`src/rtl/coolheat_pkg.sv`:
```
// Shared types and constants for the multi-zone cool/heat controller.
package coolheat_pkg;

  typedef enum logic [1:0] {
    IDLE  = 2'd0,
    HEAT  = 2'd1,
    COOL  = 2'd2,
    DRAIN = 2'd3
  } zone_state_t;

  localparam int POWER_W = 4;
  localparam logic [POWER_W-1:0] POWER_MAX = 4'd15;

  localparam logic MODE_HEAT = 1'b1;
  localparam logic MODE_COOL = 1'b0;

endpackage

```
`src/rtl/coolheat_zone.sv`:
```
// One climate zone: hysteresis mode FSM, target power, ramped power register
// and registered PWM compare against the shared counter.
module coolheat_zone
  import coolheat_pkg::*;
#(
  parameter int TEMP_W = 8,
  parameter int PWM_W  = 8,
  parameter int HYST   = 2
) (
  input  logic               clk,
  input  logic               rst,
  input  logic               tick,
  input  logic [PWM_W-1:0]   pwm_cnt,
  input  logic [TEMP_W-1:0]  temp,
  input  logic [TEMP_W-1:0]  setpt,
  input  logic               en,
  output logic [POWER_W-1:0] power,
  output logic               mode,
  output logic               pwm,
  output logic [1:0]         state
);

  localparam int TW1 = TEMP_W + 1;

  zone_state_t        state_reg, state_next;
  zone_state_t        pend_reg, pend_next;
  logic [POWER_W-1:0] power_reg, power_next;
  logic               mode_reg, mode_next;
  logic               pwm_reg, pwm_next;

  logic [TW1-1:0]     temp_x, setpt_x, diff;
  logic [POWER_W-1:0] diff_sat, target;
  logic               cold, hot;

  // One extra bit keeps the hysteresis sums and the difference from wrapping.
  assign temp_x   = {1'b0, temp};
  assign setpt_x  = {1'b0, setpt};
  assign diff     = (temp_x >= setpt_x) ? (temp_x - setpt_x) : (setpt_x - temp_x);
  assign cold     = (temp_x + TW1'(HYST)) < setpt_x;
  assign hot      = temp_x > (setpt_x + TW1'(HYST));
  assign diff_sat = (diff > TW1'(POWER_MAX)) ? POWER_MAX : diff[POWER_W-1:0];

  always_comb begin
    target = '0;
    if (en) begin
      case (state_reg)
        HEAT:    if (temp_x < setpt_x) target = diff_sat;
        COOL:    if (temp_x > setpt_x) target = diff_sat;
        default: target = '0;
      endcase
    end
  end

  always_comb begin
    state_next = state_reg;
    pend_next  = pend_reg;
    power_next = power_reg;
    mode_next  = mode_reg;
    case (state_reg)
      IDLE: begin
        if (en && cold) begin
          state_next = HEAT;
          mode_next  = MODE_HEAT;
        end else if (en && hot) begin
          state_next = COOL;
          mode_next  = MODE_COOL;
        end
      end
      HEAT, COOL: begin
        if (tick) begin
          if (power_reg < target)      power_next = power_reg + 4'd1;
          else if (power_reg > target) power_next = power_reg - 4'd1;
        end
        if (en && ((state_reg == HEAT && hot) || (state_reg == COOL && cold))) begin
          state_next = DRAIN;
          pend_next  = (state_reg == HEAT) ? COOL : HEAT;
        end else if (power_reg == '0 && target == '0) begin
          state_next = IDLE;
        end
      end
      DRAIN: begin
        if (tick && power_reg != '0) power_next = power_reg - 4'd1;
        // Mode flips on the edge where power lands at zero, never before.
        if (power_next == '0) begin
          state_next = pend_reg;
          mode_next  = (pend_reg == HEAT) ? MODE_HEAT : MODE_COOL;
        end
      end
      default: state_next = IDLE;
    endcase
  end

  assign pwm_next = (power_reg == POWER_MAX) ? 1'b1
                  : (pwm_cnt < (PWM_W'(power_reg) << (PWM_W - POWER_W)));

  always_ff @(posedge clk or posedge rst) begin
    if (rst) begin
      state_reg <= IDLE;
      pend_reg  <= IDLE;
      power_reg <= '0;
      mode_reg  <= MODE_COOL;
      pwm_reg   <= 1'b0;
    end else begin
      state_reg <= state_next;
      pend_reg  <= pend_next;
      power_reg <= power_next;
      mode_reg  <= mode_next;
      pwm_reg   <= pwm_next;
    end
  end

  assign power = power_reg;
  assign mode  = mode_reg;
  assign pwm   = pwm_reg;
  assign state = state_reg;

endmodule

```
`src/rtl/multizone_coolheat_ctrl.sv`:
```
// Multi-zone cool/heat controller: shared ramp prescaler and PWM counter
// feeding ZONES independent zone instances.
module multizone_coolheat_ctrl
  import coolheat_pkg::*;
#(
  parameter int ZONES    = 4,
  parameter int TEMP_W   = 8,
  parameter int PWM_W    = 8,
  parameter int HYST     = 2,
  parameter int RAMP_DIV = 16
) (
  input  logic                      clk,
  input  logic                      rst,
  input  logic [ZONES*TEMP_W-1:0]   zone_temp,
  input  logic [ZONES*TEMP_W-1:0]   zone_setpt,
  input  logic [ZONES-1:0]          zone_en,
  output logic [ZONES*POWER_W-1:0]  chs_power,
  output logic [ZONES-1:0]          chs_mode,
  output logic [ZONES-1:0]          pwm_data,
  output logic [ZONES*2-1:0]        zone_state
);

  localparam int PRESC_W = (RAMP_DIV > 1) ? $clog2(RAMP_DIV) : 1;

  logic [PRESC_W-1:0] presc_reg;
  logic [PWM_W-1:0]   pwm_cnt_reg;
  logic               tick;

  assign tick = (presc_reg == PRESC_W'(RAMP_DIV - 1));

  always_ff @(posedge clk or posedge rst) begin
    if (rst) begin
      presc_reg   <= '0;
      pwm_cnt_reg <= '0;
    end else begin
      presc_reg   <= tick ? '0 : presc_reg + 1'b1;
      pwm_cnt_reg <= pwm_cnt_reg + 1'b1;
    end
  end

  genvar gi;
  generate
    for (gi = 0; gi < ZONES; gi++) begin : g_zone
      coolheat_zone #(
        .TEMP_W (TEMP_W),
        .PWM_W  (PWM_W),
        .HYST   (HYST)
      ) u_zone (
        .clk     (clk),
        .rst     (rst),
        .tick    (tick),
        .pwm_cnt (pwm_cnt_reg),
        .temp    (zone_temp[gi*TEMP_W +: TEMP_W]),
        .setpt   (zone_setpt[gi*TEMP_W +: TEMP_W]),
        .en      (zone_en[gi]),
        .power   (chs_power[gi*POWER_W +: POWER_W]),
        .mode    (chs_mode[gi]),
        .pwm     (pwm_data[gi]),
        .state   (zone_state[gi*2 +: 2])
      );
    end
  endgenerate

endmodule

```
`config.mk`:
```
export PLATFORM = sky130hd
export DESIGN_NAME = multizone_coolheat_ctrl
export DESIGN_NICKNAME = d
export VERILOG_FILES = /design/src/rtl/coolheat_pkg.sv /design/src/rtl/coolheat_zone.sv /design/src/rtl/multizone_coolheat_ctrl.sv
export SDC_FILE = /design/constraint.sdc
export NUM_CORES = 1
export LEC_CHECK = 0
export ABC_AREA = 1
export ABC_CLOCK_PERIOD_IN_PS = 2400
export CAP_MARGIN = 5
export CORE_MARGIN = 2
export CORE_UTILIZATION = 53
export CTS_CLUSTER_DIAMETER = 100
export DETAILED_ROUTE_END_ITERATION = 8
export GPL_TIMING_DRIVEN = 0
export PLACE_DENSITY = 0.88
export REMOVE_ABC_BUFFERS = 1
export SYNTH_ARGS = -nofsm -noshare
export SYNTH_HDL_FRONTEND = slang
export SYNTH_HIERARCHICAL = 1
export SYNTH_SLANG_ARGS = --single-unit
```
`constraint.sdc`:
```
create_clock -name clk -period 2.4 [get_ports clk]
set_input_delay 0.48 -clock clk [delete_from_list [all_inputs] [get_ports clk]]
set_output_delay 0.48 -clock clk [all_outputs]
set_load 0.02 [all_outputs]
```
==> results.ini <==
[run_status]
status=complete, but fails checks
violations=design-rule violations, negative setup slack

[timing]
finalHoldViolCount=0
post-route-min-period_ps=3251
setup_viol=32
slew_headroom=0.6854
whs_ps=501.6
report.final.slew_viol_count=0
setup_ws_ps=-850.6
worst-slew-pin-transition_ps=471.9
totalNegativeSetupSlack_ps=-13560
fin_skew_ps=3.555
min_period_over_period=1.354
clock.fmax_mhz=307.6
rsz0062_at_grt=yes

[drt]
via_count=12730
drtIter0Drc=1427
drc=1
wl_met3_um=3318
wl_um=39450
wl_per_cell_um=19.07
wirelength_met1_um=13990
wl_met2_um=19270
viasPerCell=6.151
top_layer_used=met4
ant_nets=0
firstDrtPassIters=8

[finish]
final_cell_mix=nand2_1, inv_1, ha_1
postLayoutCellArea_um2=14790
num_antenna_cells=0
regArea_um2=1303
drive_gt1_frac=0.3642
final_common_cell=nand2_1
areaGrowthSynthToFinish_pct=42.66
num-nets-final=2068
multiInputGateArea_um2=9911
largest_reg_flops=16
final_core_util=0.7648
fill_cells=1161

[critical_path]
cp-startpoint=zone_setpt[0]
worst-path-buf-inv=4
critPathTopFamily=simple AND/OR/NAND/NOR gates
worstSetupPathType=input pin to flop
cp_max_fo=4
critPathCaptureType=flop
cp_cell_sequence=buf_6 > inv_2 > ha_4 > inv_2 > fa_2 > nand2_1 > nand4_1 > nand3_1 > nor2_1 > nand3_2 > nand2_4 > nand2_4 > nand2_4 > ha_4 > nand2_4 > o21ai_4 > nand4_1 > nand3_2 > o21ai_4 > buf_6 > o211ai_1 > o21ai_1
critPathMaxStageDelay_ps=440
critPathRequiredTime_ps=2570
cp-start-kind=input pin
cp_common_cell=nand2_4
cp_slowest_cell=fa_2
cp.arrival_ps=3420
r2r-start=g_zone[0].u_zone/state[0]

[floorplanning]
initial_core_util=0.5361
rows=51
pin_count=102
die_w_um=143.8
coreArea_um2=19330
chipHeight_um=143.8
die_area_um2=20690

[clocking]
cts-root-buf=clkbuf_16
clk_pin_slew_ps=70
cts_hold_buf=0
clkLatencyLatePin_ps=290
cts_max_level=2
numCtsBuffers=5
cts_tree=done
cts_buffer_depth=2
clkSinkCount=52

[power]
swShare=0.5271
ir_drop_mv=1.036
powerDensity_nw_per_um2=742.1
combPwrFrac=0.781
power.net_switching_w=0.005784
internal_power_w=0.005190
total_leakage_power_nw=7.178
seq_power_share=0.154
power.clock.fraction=0.065

[yosys]
syn_avg_cell_area_um2=6.511
ys_seq_area_frac=0.1255
yosysWarnings=6
syn_inst=1592
synth_flop_cell=dfrtp_1
synth_edf_count=0
postSynth.asyncResetShare=1.000
ys_seq_elements=52
syn_area_um2=10360
synth.distinct_cells=44

[global_route]
grt_start_max_net_pins=16
grt_pass1_wl_um=52740
grt_pass1_vias=11620
antenna_found_initial=0
track_usage=0.3078
grt-ovfl-total=0

[place]
portBuffers=101
gp_congestion=0.9305
place_ws_ps=-2117
place_hpwl_um=20950
place_area_um2=11600

[hold_path]
min_path_type=flop to flop
min_from=pwm_cnt_reg[0]

[job]
maxCapViolCount=0

final timing paths:
path,end,slack [ps],cells after the start
min in group asynchronous,g_zone[1].u_zone/state[0],740,2
worst min register to register,pwm_cnt_reg[0],500,1
max in group asynchronous,g_zone[0].u_zone/power[1],1300,2
worst max-delay path,g_zone[0].u_zone/power[3],-850,22
worst min-delay path,pwm_cnt_reg[0],500,1
worst max register to register,g_zone[0].u_zone/power[3],-650,16
cells in the mapped netlist, types with 6 or more instances:
cell type / instances / area [um^2]
nand2_1: 443 / 1663
inv_1: 256 / 960.9
ha_1: 186 / 2327
nand3_1: 134 / 670.6
nor2_1: 81 / 304.0
o21ai_0: 77 / 385.4
xor2_1: 70 / 613.1
a21oi_1: 63 / 315.3
dfrtp_1: 52 / 1301
nand4_1: 25 / 156.4
nand2_2: 18 / 112.6
nor3_1: 18 / 90.09
nand3_2: 14 / 140.1
nand3b_1: 13 / 97.59
o211ai_1: 13 / 97.59
inv_2: 12 / 45.04
o21a_1: 11 / 82.58
nor2_2: 10 / 62.56
o21ai_1: 10 / 50.05
xnor2_1: 9 / 78.83
a21boi_0: 8 / 60.06
buf_6: 8 / 90.09
fa_1: 8 / 160.2
nor3_4: 6 / 97.59
power by group through the flow:
stage	Sequential (W)	Clock, W	Combinational [W]
after floorplan	0.00179	0	0.00375
after global placement	0.00161	0	0.00540
after detailed placement	0.00161	0	0.00565
after CTS	0.00164	0.000721	0.00709
after global routing	0.00172	0.000757	0.00915
final	0.00169	0.000717	0.00857
repair_timing:
item / 4_1_cts / 5_1_grt
pin swaps: 148 / 186
resized for setup: 636 / 337
endpoints found under the setup margin: 36 / 36
cloned: 0 / 1
setup buffers: 77 / 38
cell type report:
cell class	instances	area share
Clock buffer	5	0.008462
Clock inverter	2	0.0008462
Inverter	270	0.07582
Multi-Input combinational cell	1258	0.6702
Sequential cell	52	0.08809
Tap cell	265	0.02242
Timing Repair Buffer	216	0.1338
Timing Repair inverter	1	0.0003385
metrics by stage:
| step | power, W | std cells |
|---|---|---|
| after floorplan | 0.005543 | 1580 |
| after global routing | 0.01162 | 2069 |
| after detailed placement | 0.007255 | 1946 |
| after CTS | 0.009450 | 2030 |
| final | 0.01097 | 2069 |
| after global placement | 0.007010 | 1946 |
logic make-up (layout without fill, tap and decap cells):
family,count (synthesis),in the layout,synth area share
AOI/OAI and AO/OA,210,210,0.1199
xor gates and xnor gates,79,79,0.06676
adders and majority gates,194,194,0.2400
buffers and inverters,282,494,0.1079
DFF,52,52,0.1255
muxes,1,1,0.001086
and+or+nand+nor,774,774,0.3388
worst register-to-register path, delay by kind of cell, from the launching register on:
kind	cells	cell delay [ps]
adder cells (fa/ha/maj)	2	820
AND/OR/NAND/NOR	6	680
buffers and inverters	4	520
AO/OA/AOI/OAI	4	490
flip-flops	1	420
per-layer routing:
layer / up-vias / global-route usage
met2: 947 / 0.5654
met5: - / 0
met1: 5847 / 0.3562
li1: 5604 / -
met4: 0 / 0.1362
met3: 329 / 0.03865
No activity file was read; power rests on OpenSTA's default activity.
